<file path="src/rtl/dec_ptv_pipe.sv">
// Pipelined SCB tree walk: translates a physical page address to a virtual one, one level per stage.
// Optional perf counters are built when PTV_PERF_CNT_EN is defined.

// One tree level: picks the SCB bit of the active node and activates the child chosen by i_dir.
module dec_ptv_stage #(
  parameter int unsigned NODES = 64
) (
  input  logic [NODES-1:0] i_actv,
  input  logic             i_dir,
  input  logic [NODES-1:0] i_scb,
  output logic [NODES-1:0] o_actv,
  output logic             o_scb
);

  always_comb begin
    o_scb  = |(i_actv & i_scb);
    o_actv = '0;
    // Node n at this level feeds children 2n and 2n+1 at the next level.
    for (int unsigned n = 0; n < NODES; n++) begin
      o_actv[n] = i_actv[n/2] & (n[0] == i_dir);
    end
  end

endmodule

module dec_ptv_pipe #(
  parameter  int unsigned BITMAP = 128,
  localparam int unsigned STAGES = $clog2(BITMAP),
  localparam int unsigned NODES  = BITMAP / 2,
  localparam int unsigned ADDR_W = STAGES
) (
  input  logic                    i_clk,
  input  logic                    i_rst,
  input  logic [STAGES*NODES-1:0] i_scb,
  input  logic                    i_flush,
  input  logic                    i_valid,
  output logic                    o_ready,
  input  logic [ADDR_W-1:0]       i_paddr,
  output logic                    o_valid,
  input  logic                    i_ready,
  output logic [ADDR_W-1:0]       o_vaddr,
  output logic [ADDR_W-1:0]       o_paddr,
  output logic [31:0]             o_xlt_cnt,
  output logic [31:0]             o_stl_cnt
);

  logic [STAGES-1:0] v_all;
  logic [STAGES-1:0] rdy;

  // A slot may load if it or any slot downstream of it is empty, or the consumer takes the output.
  always_comb begin
    rdy = '0;
    for (int unsigned s = 0; s < STAGES; s++) begin
      logic full;
      full = 1'b1;
      for (int unsigned t = s; t < STAGES; t++) begin
        full = full & v_all[t];
      end
      rdy[s] = i_ready | ~full;
    end
  end

  assign o_ready = rdy[0] & ~i_flush;

  for (genvar s = 0; s < STAGES; s++) begin : g_stage
    logic              v_q;
    logic [ADDR_W-1:0] paddr_q;
    logic [NODES-1:0]  actv_q;
    logic [ADDR_W-1:0] vaddr_q;
    logic [ADDR_W-1:0] vaddr_d;
    logic [NODES-1:0]  actv_in;
    logic [NODES-1:0]  actv_out;
    logic              scb_bit;
    logic              src_v;
    logic [ADDR_W-1:0] src_paddr;
    logic [ADDR_W-1:0] src_vaddr;

    if (s == 0) begin : g_root
      assign actv_in   = NODES'(1);
      assign src_v     = i_valid;
      assign src_paddr = i_paddr;
      assign src_vaddr = '0;
    end else begin : g_inner
      assign actv_in   = g_stage[s-1].actv_q;
      assign src_v     = g_stage[s-1].v_q;
      assign src_paddr = g_stage[s-1].paddr_q;
      assign src_vaddr = g_stage[s-1].vaddr_q;
    end

    dec_ptv_stage #(
      .NODES(NODES)
    ) u_stage (
      .i_actv(actv_in),
      .i_dir (src_paddr[ADDR_W-1-s]),
      .i_scb (i_scb[s*NODES +: NODES]),
      .o_actv(actv_out),
      .o_scb (scb_bit)
    );

    always_comb begin
      vaddr_d    = src_vaddr;
      vaddr_d[s] = scb_bit;
    end

    always_ff @(posedge i_clk or posedge i_rst) begin
      if (i_rst) begin
        v_q     <= 1'b0;
        paddr_q <= '0;
        actv_q  <= '0;
        vaddr_q <= '0;
      end else if (i_flush) begin
        v_q <= 1'b0;
      end else if (rdy[s]) begin
        v_q <= src_v;
        if (src_v) begin
          paddr_q <= src_paddr;
          actv_q  <= actv_out;
          vaddr_q <= vaddr_d;
        end
      end
    end

    assign v_all[s] = v_q;

    if (s == STAGES - 1) begin : g_last
      logic unused_actv;
      assign unused_actv = ^actv_q;
    end
  end

  assign o_valid = g_stage[STAGES-1].v_q;
  assign o_vaddr = g_stage[STAGES-1].vaddr_q;
  assign o_paddr = g_stage[STAGES-1].paddr_q;

`ifdef PTV_PERF_CNT_EN
  logic [31:0] xlt_cnt_q;
  logic [31:0] stl_cnt_q;

  always_ff @(posedge i_clk or posedge i_rst) begin
    if (i_rst) begin
      xlt_cnt_q <= '0;
      stl_cnt_q <= '0;
    end else begin
      if (o_valid && i_ready && !i_flush) begin
        xlt_cnt_q <= xlt_cnt_q + 32'd1;
      end
      if (o_valid && !i_ready) begin
        stl_cnt_q <= stl_cnt_q + 32'd1;
      end
    end
  end

  assign o_xlt_cnt = xlt_cnt_q;
  assign o_stl_cnt = stl_cnt_q;
`else
  assign o_xlt_cnt = '0;
  assign o_stl_cnt = '0;
`endif

endmodule
</file>
<file path="config.mk">
export PLATFORM = sky130hd
export DESIGN_NAME = dec_ptv_pipe
export DESIGN_NICKNAME = d
export VERILOG_FILES = /design/src/rtl/dec_ptv_pipe.sv
export SDC_FILE = /design/constraint.sdc
export NUM_CORES = 1
export LEC_CHECK = 0
export CAP_MARGIN = 10
export CELL_PAD_IN_SITES_DETAIL_PLACEMENT = 0
export CELL_PAD_IN_SITES_GLOBAL_PLACEMENT = 2
export CORE_UTILIZATION = 22
export CTS_BUF_LIST = sky130_fd_sc_hd__clkbuf_16
export DETAILED_ROUTE_END_ITERATION = 7
export HOLD_SLACK_MARGIN = 0.08
export PLACE_DENSITY = 0.81
export SETUP_SLACK_MARGIN = 0.05
export SLEW_MARGIN = 20
export SYNTH_ARGS = -nofsm -noshare
export SYNTH_HDL_FRONTEND = slang
export SYNTH_SLANG_ARGS = --single-unit
</file>
<file path="constraint.sdc">
create_clock -name i_clk -period 10.21 [get_ports i_clk]
set_input_delay 2.042 -clock i_clk [delete_from_list [all_inputs] [get_ports i_clk]]
set_output_delay 2.042 -clock i_clk [all_outputs]
set_load 0.02 [all_outputs]
</file>
==> results of run 1 <==
## routing by layer
metal | wire [um] | part of all wire, % | track usage [%] | vias up
met5 | 0 | 0 | 0 | -
met1 | 12900 | 49 | 17.4 | 3101
met4 | 408 | 1.6 | 2.36 | 0
met3 | 1590 | 6.1 | 2.22 | 31
met2 | 11300 | 43 | 18.3 | 228
li1 | - | - | - | 3203
## critical path, stage by stage
cell and delay (ps):
clkdlybuf4s50_1 440, and4b_1 440, nand4_4 150, nor2_2 140, nor2_1 50, clkdlybuf4s50_1 560
## registers in the layout, summed over array words and instances, names as in the netlist
| name | count |
|---|---|
| g_stage.actv_q | 125 |
| g_stage.paddr_q | 42 |
| o_vaddr | 7 |
| g_stage.vaddr_q | 21 |
| o_valid | 1 |
| o_paddr | 7 |
| g_stage.v_q | 6 |
## worst max path at each step
stage                        from                               end  slack [ps]  cells past startpoint
after floorplan             i_rst  g_stage[0].actv_q[0]$_DFFE_PP0P_        2460                      1
after global placement    i_ready                           o_ready        4380                      6
after detailed placement  i_ready                           o_ready        4350                      6
after CTS                 i_ready                           o_ready        4340                      6
after global routing      i_ready                           o_ready        4240                      6
final                     i_ready                           o_ready        4340                      6
## Yosys cell counts (all sizes together)
master / number / area, um2
buf: 82 / 613
and4b: 1 / 10.0
a21o: 1 / 7.51
nand4: 9 / 71.3
or3b: 2 / 17.5
nor4: 1 / 6.26
o31ai: 4 / 30.0
nor3b: 2 / 20.0
nand3: 7 / 35.0
o21ai: 123 / 616
nor2: 12 / 47.6
nand2b: 56 / 350
nand2: 184 / 691
and2b: 1 / 8.76
clkbuf: 32 / 120
a31oi: 1 / 6.26
a221oi: 15 / 131
a22oi: 33 / 248
a22o: 15 / 131
nand3b: 6 / 45.0
a21oi: 6 / 30.0
conb: 1 / 3.75
mux2i: 1 / 10.0
nor3: 2 / 10.0
inv: 9 / 33.8
dfrtp: 209 / 5230
mux2: 71 / 871
## cell families (layout without fill, tap and decap cells)
group                  Yosys count  count (layout)  synth area share (%)
flip-flops                     209             209                  55.7
AND/OR/NAND/NOR                283             283                  14.0
AO/OA/AOI/OAI                  198             198                  12.8
multiplexers                    72              72                  9.38
other                            1              64                0.0399
buffers and inverters          123             215                  8.16
## per-stage QoR
step                      std cells  hold WS, ps  worst slack, ps
after floorplan                 949          444             2460
after global placement         1534          464             4380
after detailed placement       1534          466             4350
after CTS                      1579          478             4340
after global routing           1580          500             4240
final                          1580          474             4340
## cell type report
type | count | area share (%)
Timing Repair Buffer | 161 | 13.3
Inverter | 9 | 0.344
Multi-Input combinational cell | 617 | 30.4
Tap cell | 539 | 5.62
Sequential cell | 209 | 43.6
Clock inverter | 20 | 1.51
Clock buffer | 25 | 5.21
## power by group through the flow
stage	logic [mW]	registers [mW]	clock network, mW
2_1_floorplan	0.189	0.955	0
3_3_place_gp	0.235	1.00	0
3_5_place_dp	0.239	1.01	0
4_1_cts	0.240	0.992	0.899
5_1_grt	0.261	1.00	0.933
6_report	0.237	0.991	0.874
==> results.json, run 1 <==
{
  "rsz0062_at_grt": "false",
  "grt_pass1_vias": 6531,
  "p_comb_share_pct": 11.3,
  "cp.required_ps": 8170,
  "row_count": 75,
  "crit_path_start_kind": "input port",
  "power.switching_uw": 541,
  "p_leak_nw": 5.11,
  "diodes": 0,
  "final_cell_mix": "dfrtp_1, nand2_1, clkdlybuf4s50_1, o21ai_0, conb_1",
  "hold_path_depth": 1,
  "yosysSeqAreaShare_pct": 55.7,
  "grt_pass1_wl_mm": 39.8,
  "post-route-util_pct": 28.5,
  "worstReg2RegEnd": "g_stage[5].vaddr_q[4]$_DFFE_PP0P_",
  "endpoint_kind": "output port",
  "design_area_um2": 12000,
  "yosys_warnings": 0,
  "cts_made_buffers": 25,
  "fin_crit_sh_pct": 57.5,
  "r2r-start": "o_valid$_DFFE_PP0P_",
  "ctsHtreeMaxLevel": 1,
  "area_growth_pct": 27.7,
  "status": "finished clean",
  "die_x_um": 209,
  "ys_seq_elements": 209,
  "drc": 0,
  "nets": 1483,
  "ff2ff_path_depth": 4,
  "clk_latency_ps": 510,
  "io_buffers": 154,
  "hpwlAfterDp_mm": 18.7,
  "floorplan.core_area_um2": 42000,
  "p_per_area_nw_per_um2": 175,
  "finalSetupViolCount": 0,
  "critical_path_class": "input port to output port",
  "syn_inst": 886,
  "cts_tree": "yes",
  "skew_ps": 10.0,
  "grt_max_degree": 133,
  "post_cts_buffers": 0,
  "syn-cell-area_um2": 9390,
  "hold_path_end": "g_stage[3].vaddr_q[3]$_DFFE_PP0P_",
  "routed_via_density": 4.15,
  "clock-sinks": 209,
  "grt_overflow": 0,
  "report.final.slew_viol_count": 0,
  "fillerInstances": 4418,
  "max_cap_viol_count": 0,
  "final-seq-area_um2": 5230,
  "hold_violations": 0,
  "hold_buffers": 0,
  "postRouteWirelength_mm": 26.2,
  "max_slew.worst_pin.slew_ps": 1010,
  "rrSetupSlack_ps": 7810,
  "globalplace.congestion": 0.782,
  "firstDrtPassIters": 4,
  "fin_tns_setup_ps": 0,
  "max_freq_ghz": 0.170,
  "fp.dieH_um": 209,
  "avgRoutedWirePerCell_um": 16.6,
  "crit_path_max_fanout": 6,
  "internal_power_mw": 1.56,
  "cp_data_arrival_time_ps": 3830,
  "dieArea_um2": 43500,
  "grt.total_usage_pct": 11.9,
  "seq_power_share_pct": 47.1,
  "swShare_pct": 25.7,
  "slew_headroom_pct": 32.8,
  "drtAntennaViolNets": 0,
  "worstHoldStart": "g_stage[3].vaddr_q[3]$_DFFE_PP0P_",
  "ctsResizeCount": 0,
  "root_buffer": "clkbuf_16",
  "antenna_found_initial": 0,
  "pin_count": 540,
  "clkPwrFrac_pct": 41.6,
  "multi_input_area_um2": 3640,
  "fin_crit_ps": 5870,
  "initial_core_util_pct": 22.3,
  "postPlaceCellArea_um2": 11200,
  "num_vias": 6563,
  "path_clk_slew_ps": 50,
  "min_path_type": "flop to flop",
  "drive_above_1_share_pct": 11.7,
  "synth_area_per_cell_um2": 10.6,
  "ir_drop_mv": 0.100,
  "drt_iter0_markers": 366,
  "clockBufferDepth": 3,
  "yosysUniqueCellTypes": 34,
  "fin_total_pwr_mw": 2.10,
  "final_common_cell": "dfrtp_1"
}
(Power assumes the default switching activity.)
==> run 2: changes to the inputs <==
==> constraint.sdc (replaced) <==
create_clock -name i_clk -period 5.5 [get_ports i_clk]
set_input_delay 1.1 -clock i_clk [delete_from_list [all_inputs] [get_ports i_clk]]
set_output_delay 1.1 -clock i_clk [all_outputs]
set_load 0.02 [all_outputs]
==> results.json, run 2 (synthesis results as in run 1) <==
{
  "pin_count": 540,
  "hpwlAfterDp_mm": 19.0,
  "wl_met1_mm": 12.9,
  "fin_crit_ps": 3990,
  "p_per_area_nw_per_um2": 317,
  "max_cap_viol_count": 0,
  "grt_pass1_vias": 6573,
  "clk_latency_ps": 530,
  "top_regs": "g_stage.actv_q x125, g_stage.paddr_q x42, g_stage.vaddr_q x21",
  "routed_via_density": 4.14,
  "report.final.slew_viol_count": 0,
  "cp-endpoint": "o_ready",
  "finalSetupViolCount": 0,
  "slew_headroom_pct": 37.4,
  "largest_reg_flops": 125,
  "postRouteWirelength_mm": 26.1,
  "crit_path_start_kind": "input port",
  "skew_ps": 18.3,
  "path_clk_slew_ps": 60,
  "grt.total_usage_pct": 12.1,
  "globalplace.congestion": 0.799,
  "top_layer": "met4",
  "final_cell_mix": "dfrtp_1, nand2_1, clkdlybuf4s50_1, o21ai_0, conb_1",
  "post_cts_buffers": 0,
  "area_growth_pct": 27.8,
  "num_vias": 6556,
  "critPathLaunch": "i_ready",
  "ff2ff_path_depth": 4,
  "fp.dieH_um": 209,
  "die_x_um": 209,
  "rsz0062_at_grt": "false",
  "r2r-start": "o_valid$_DFFE_PP0P_",
  "grt_overflow": 0,
  "diodes": 0,
  "clockBufferDepth": 3,
  "regMostFlops": "g_stage.actv_q",
  "wl_met2_mm": 11.3,
  "row_count": 75,
  "status": "finished clean",
  "drt_iter0_markers": 379,
  "initial_core_util_pct": 22.3,
  "route.met3.wl_mm": 1.60,
  "min_path_type": "flop to flop",
  "hold_violations": 0,
  "critical_path_class": "input port to output port",
  "io_buffers": 154,
  "cts_made_buffers": 25,
  "fin_crit_sh_pct": 72.5,
  "floorplan.core_area_um2": 42000,
  "p_leak_nw": 5.12,
  "dieArea_um2": 43500,
  "clock-sinks": 209,
  "drive_above_1_share_pct": 12.0,
  "hold_buffers": 0,
  "drtAntennaViolNets": 0,
  "rrSetupSlack_ps": 3150,
  "avgRoutedWirePerCell_um": 16.5,
  "nets": 1488,
  "ctsHtreeMaxLevel": 1,
  "post-route-util_pct": 28.6,
  "max_freq_ghz": 0.251,
  "max_slew.worst_pin.slew_ps": 939,
  "firstDrtPassIters": 4,
  "ctsResizeCount": 0,
  "ir_drop_mv": 0.225,
  "cp.required_ps": 4400,
  "crit_path_max_fanout": 6,
  "worstReg2RegEnd": "g_stage[4].paddr_q[2]$_DFFE_PP0P_",
  "grt_max_degree": 135,
  "grt_pass1_wl_mm": 40.4,
  "cp_data_arrival_time_ps": 2890,
  "drc": 0,
  "final_common_cell": "dfrtp_1",
  "endpoint_kind": "output port",
  "root_buffer": "clkbuf_16",
  "cts_tree": "yes",
  "antenna_found_initial": 0,
  "fin_tns_setup_ps": 0
}
## run 2: worst max-delay path: stages
cell and delay, ps:
clkdlybuf4s50_1 460, and4b_1 440, nand4_4 140, nor2_2 140
nor2_1 60, clkdlybuf4s50_1 560
## run 2: cell type report
class,instances,area [um2]
Clock inverter,18,123
Tap cell,539,674
Fill cell,4428,30000
Clock buffer,25,626
Timing Repair Buffer,166,1680
Sequential cell,209,5230
Inverter,9,37.5
Multi-Input combinational cell,617,3640
## run 2: metrics by stage
stage          setup WS (ps)  area [um2]  power, mW  hold WS [ps]  instances
3_5_place_dp            1520       11200       2.31           467       1539
3_3_place_gp            1560       11200       2.30           461       1538
4_1_cts                 1500       12000       3.86           480       1582
5_1_grt                 1380       12000       3.99           501       1583
6_report                1510       12000       3.80           476       1583
2_1_floorplan           1690        9630       2.13           444        949
## run 2: worst min path at each step
| stage | startpoint | to | slack, ps | cells past startpoint |
|---|---|---|---|---|
| 6_report | g_stage[4].vaddr_q[4]$_DFFE_PP0P_ | g_stage[4].vaddr_q[4]$_DFFE_PP0P_ | 480 | 2 |
| 5_1_grt | g_stage[5].actv_q[63]$_DFFE_PP0P_ | g_stage[5].actv_q[63]$_DFFE_PP0P_ | 500 | 2 |
| 4_1_cts | g_stage[4].vaddr_q[4]$_DFFE_PP0P_ | g_stage[4].vaddr_q[4]$_DFFE_PP0P_ | 480 | 2 |
| 3_5_place_dp | g_stage[4].vaddr_q[4]$_DFFE_PP0P_ | g_stage[4].vaddr_q[4]$_DFFE_PP0P_ | 470 | 2 |
| 3_3_place_gp | g_stage[3].vaddr_q[3]$_DFFE_PP0P_ | g_stage[3].vaddr_q[3]$_DFFE_PP0P_ | 460 | 1 |
| 2_1_floorplan | g_stage[5].vaddr_q[5]$_DFFE_PP0P_ | g_stage[5].vaddr_q[5]$_DFFE_PP0P_ | 440 | 2 |
## run 2: report_power, final
part	internal [mW]	total (mW)	switching [mW]
registers	1.68	1.84	0.161
clock network	0.874	1.53	0.652
logic	0.252	0.439	0.187
total	2.80	3.80	1.00
## run 2: per-layer routing
layer	up-vias	track usage, %
met3	28	2.52
li1	3216	-
met1	3102	17.3
met5	-	0
met2	210	18.6
met4	0	2.48
==> run 3: changes to the inputs <==
==> constraint.sdc (replaced) <==
create_clock -name i_clk -period 4.01 [get_ports i_clk]
set_input_delay 0.802 -clock i_clk [delete_from_list [all_inputs] [get_ports i_clk]]
set_output_delay 0.802 -clock i_clk [all_outputs]
set_load 0.02 [all_outputs]
==> results.json, run 3 (synthesis results as in run 1) <==
{
  "swShare_pct": 25.1,
  "power.switching_mw": 1.35,
  "grt_max_degree": 104,
  "hold_buffers": 0,
  "firstDrtPassIters": 5,
  "max_slew.worst_pin.slew_ps": 1010,
  "globalplace.congestion": 0.802,
  "row_count": 75,
  "skew_ps": 9.57,
  "crit_path_start_kind": "input port",
  "clkPwrFrac_pct": 41.9,
  "hold_violations": 0,
  "initial_core_util_pct": 22.3,
  "area_growth_pct": 28.6,
  "grt.total_usage_pct": 12.1,
  "path_clk_slew_ps": 60,
  "slew_headroom_pct": 33.0,
  "largest_reg_flops": 125,
  "grt_overflow": 0,
  "ir_drop_mv": 0.244,
  "finalSetupViolCount": 0,
  "crit_path_max_fanout": 6,
  "die_x_um": 209,
  "drc": 0,
  "fin_ws_ps": 656,
  "p_per_area_nw_per_um2": 446,
  "grt_pass1_wl_mm": 40.2,
  "postRouteWirelength_mm": 26.4,
  "fin_crit_sh_pct": 83.6,
  "report.final.slew_viol_count": 0,
  "antenna_found_initial": 0,
  "drt_iter0_markers": 357,
  "ctsHtreeMaxLevel": 1,
  "rsz0062_at_grt": "false",
  "post-route-util_pct": 28.7,
  "grt_pass1_vias": 6667,
  "final_cell_mix": "dfrtp_1, nand2_1, clkdlybuf4s50_1, o21ai_0, conb_1",
  "nets": 1492,
  "status": "finished clean",
  "internal_power_mw": 4.04,
  "final_common_cell": "dfrtp_1",
  "rrSetupSlack_ps": 1740,
  "routed_via_density": 4.21,
  "cts_made_buffers": 25,
  "dp.cells": 1544,
  "max_freq_ghz": 0.298,
  "seq_power_share_pct": 47.0,
  "cp.required_ps": 3210,
  "place_ws_ps": 665,
  "root_buffer": "clkbuf_16",
  "floorplan.core_area_um2": 42000,
  "io_buffers": 154,
  "max_cap_viol_count": 0,
  "clockBufferDepth": 3,
  "design_area_um2": 12100,
  "fp.dieH_um": 209,
  "num_vias": 6678,
  "fin_cells": 1586,
  "min_path_type": "flop to flop",
  "p_comb_share_pct": 11.1,
  "fin_tns_setup_ps": 0,
  "cts_tree": "yes",
  "regMostFlops": "g_stage.actv_q",
  "dieArea_um2": 43500,
  "clock-sinks": 209,
  "fin_crit_ps": 3350,
  "top_regs": "g_stage.actv_q x125, g_stage.paddr_q x42, g_stage.vaddr_q x21",
  "p_leak_nw": 5.15,
  "hpwlAfterDp_mm": 19.3,
  "cp_data_arrival_time_ps": 2550,
  "postPlaceCellArea_um2": 11300,
  "drive_above_1_share_pct": 12.3,
  "post_cts_buffers": 0,
  "drtAntennaViolNets": 0,
  "clk_latency_ps": 510,
  "avgRoutedWirePerCell_um": 16.6,
  "fillerInstances": 4403,
  "pin_count": 540,
  "endpoint_kind": "output port",
  "critical_path_class": "input port to output port",
  "ctsResizeCount": 0,
  "diodes": 0
}
## run 3: cell types whose count changed in the layout (fill, tap and decap cells not counted)
cell | previous run | this run
dfrtp_1 | 209 | 208
clkinv_2 | 4 | 2
clkinvlp_4 | 2 | 1
dfrtp_2 | 0 | 1
buf_4 | 7 | 14
buf_8 | 1 | 0
buf_12 | 3 | 2
inv_6 | 3 | 2
buf_6 | 1 | 0
bufinv_16 | 1 | 4
## run 3: worst paths after layout
check / to / cells past startpoint / start
worst max register to register: g_stage[5].actv_q[60]$_DFFE_PP0P_ / 5 / g_stage[5].v_q$_DFFE_PP0P_
min in group asynchronous: g_stage[5].actv_q[23]$_DFFE_PP0P_ / 2 / i_rst
worst min-delay path: g_stage[5].actv_q[18]$_DFFE_PP0P_ / 2 / g_stage[5].actv_q[18]$_DFFE_PP0P_
worst min register to register: g_stage[5].actv_q[18]$_DFFE_PP0P_ / 2 / g_stage[5].actv_q[18]$_DFFE_PP0P_
worst max-delay path: o_ready / 6 / i_ready
max in group asynchronous: g_stage[1].paddr_q[6]$_DFFE_PP0P_ / 3 / i_rst
## run 3: cell type report
class                   instances  area (um2)  share of cell area (%)
clock buffers                  25         626                    5.18
clock inverters                17         186                    1.54
inverters                       9        37.5                   0.311
multi-input cells             617        3640                    30.1
flip-flops and latches        209        5230                    43.3
well taps                     539         674                    5.58
repair buffers                170        1690                    14.0
## run 3: power groups by stage
| stage | registers [mW] | logic (mW) | clock network (mW) |
|---|---|---|---|
| floorplan | 2.43 | 0.482 | 0 |
| global placement | 2.56 | 0.595 | 0 |
| detailed placement | 2.57 | 0.603 | 0 |
| CTS | 2.54 | 0.606 | 2.31 |
| global route | 2.57 | 0.659 | 2.39 |
| finish | 2.53 | 0.598 | 2.26 |
## run 3: through the flow
step	hold WS, ps	power (mW)
after floorplan	444	2.91
after global placement	466	3.16
after detailed placement	473	3.18
after CTS	486	5.45
after global routing	504	5.62
final	478	5.39
## run 3: layer usage
layer | track usage [%] | vias to the layer above | wire, um
met5 | 0 | - | 0
met4 | 2.92 | 0 | 491
met3 | 2.15 | 31 | 1580
met2 | 18.7 | 239 | 11400
met1 | 17.3 | 3190 | 12900
li1 | - | 3218 | -
## run 3: worst max-delay path, cell delays in order
cell,delay [ps]
clkdlybuf4s50_1,450
and4b_1,430
nand4_4,140
nor2_2,140
nor2_1,50
clkdlybuf4s50_1,530
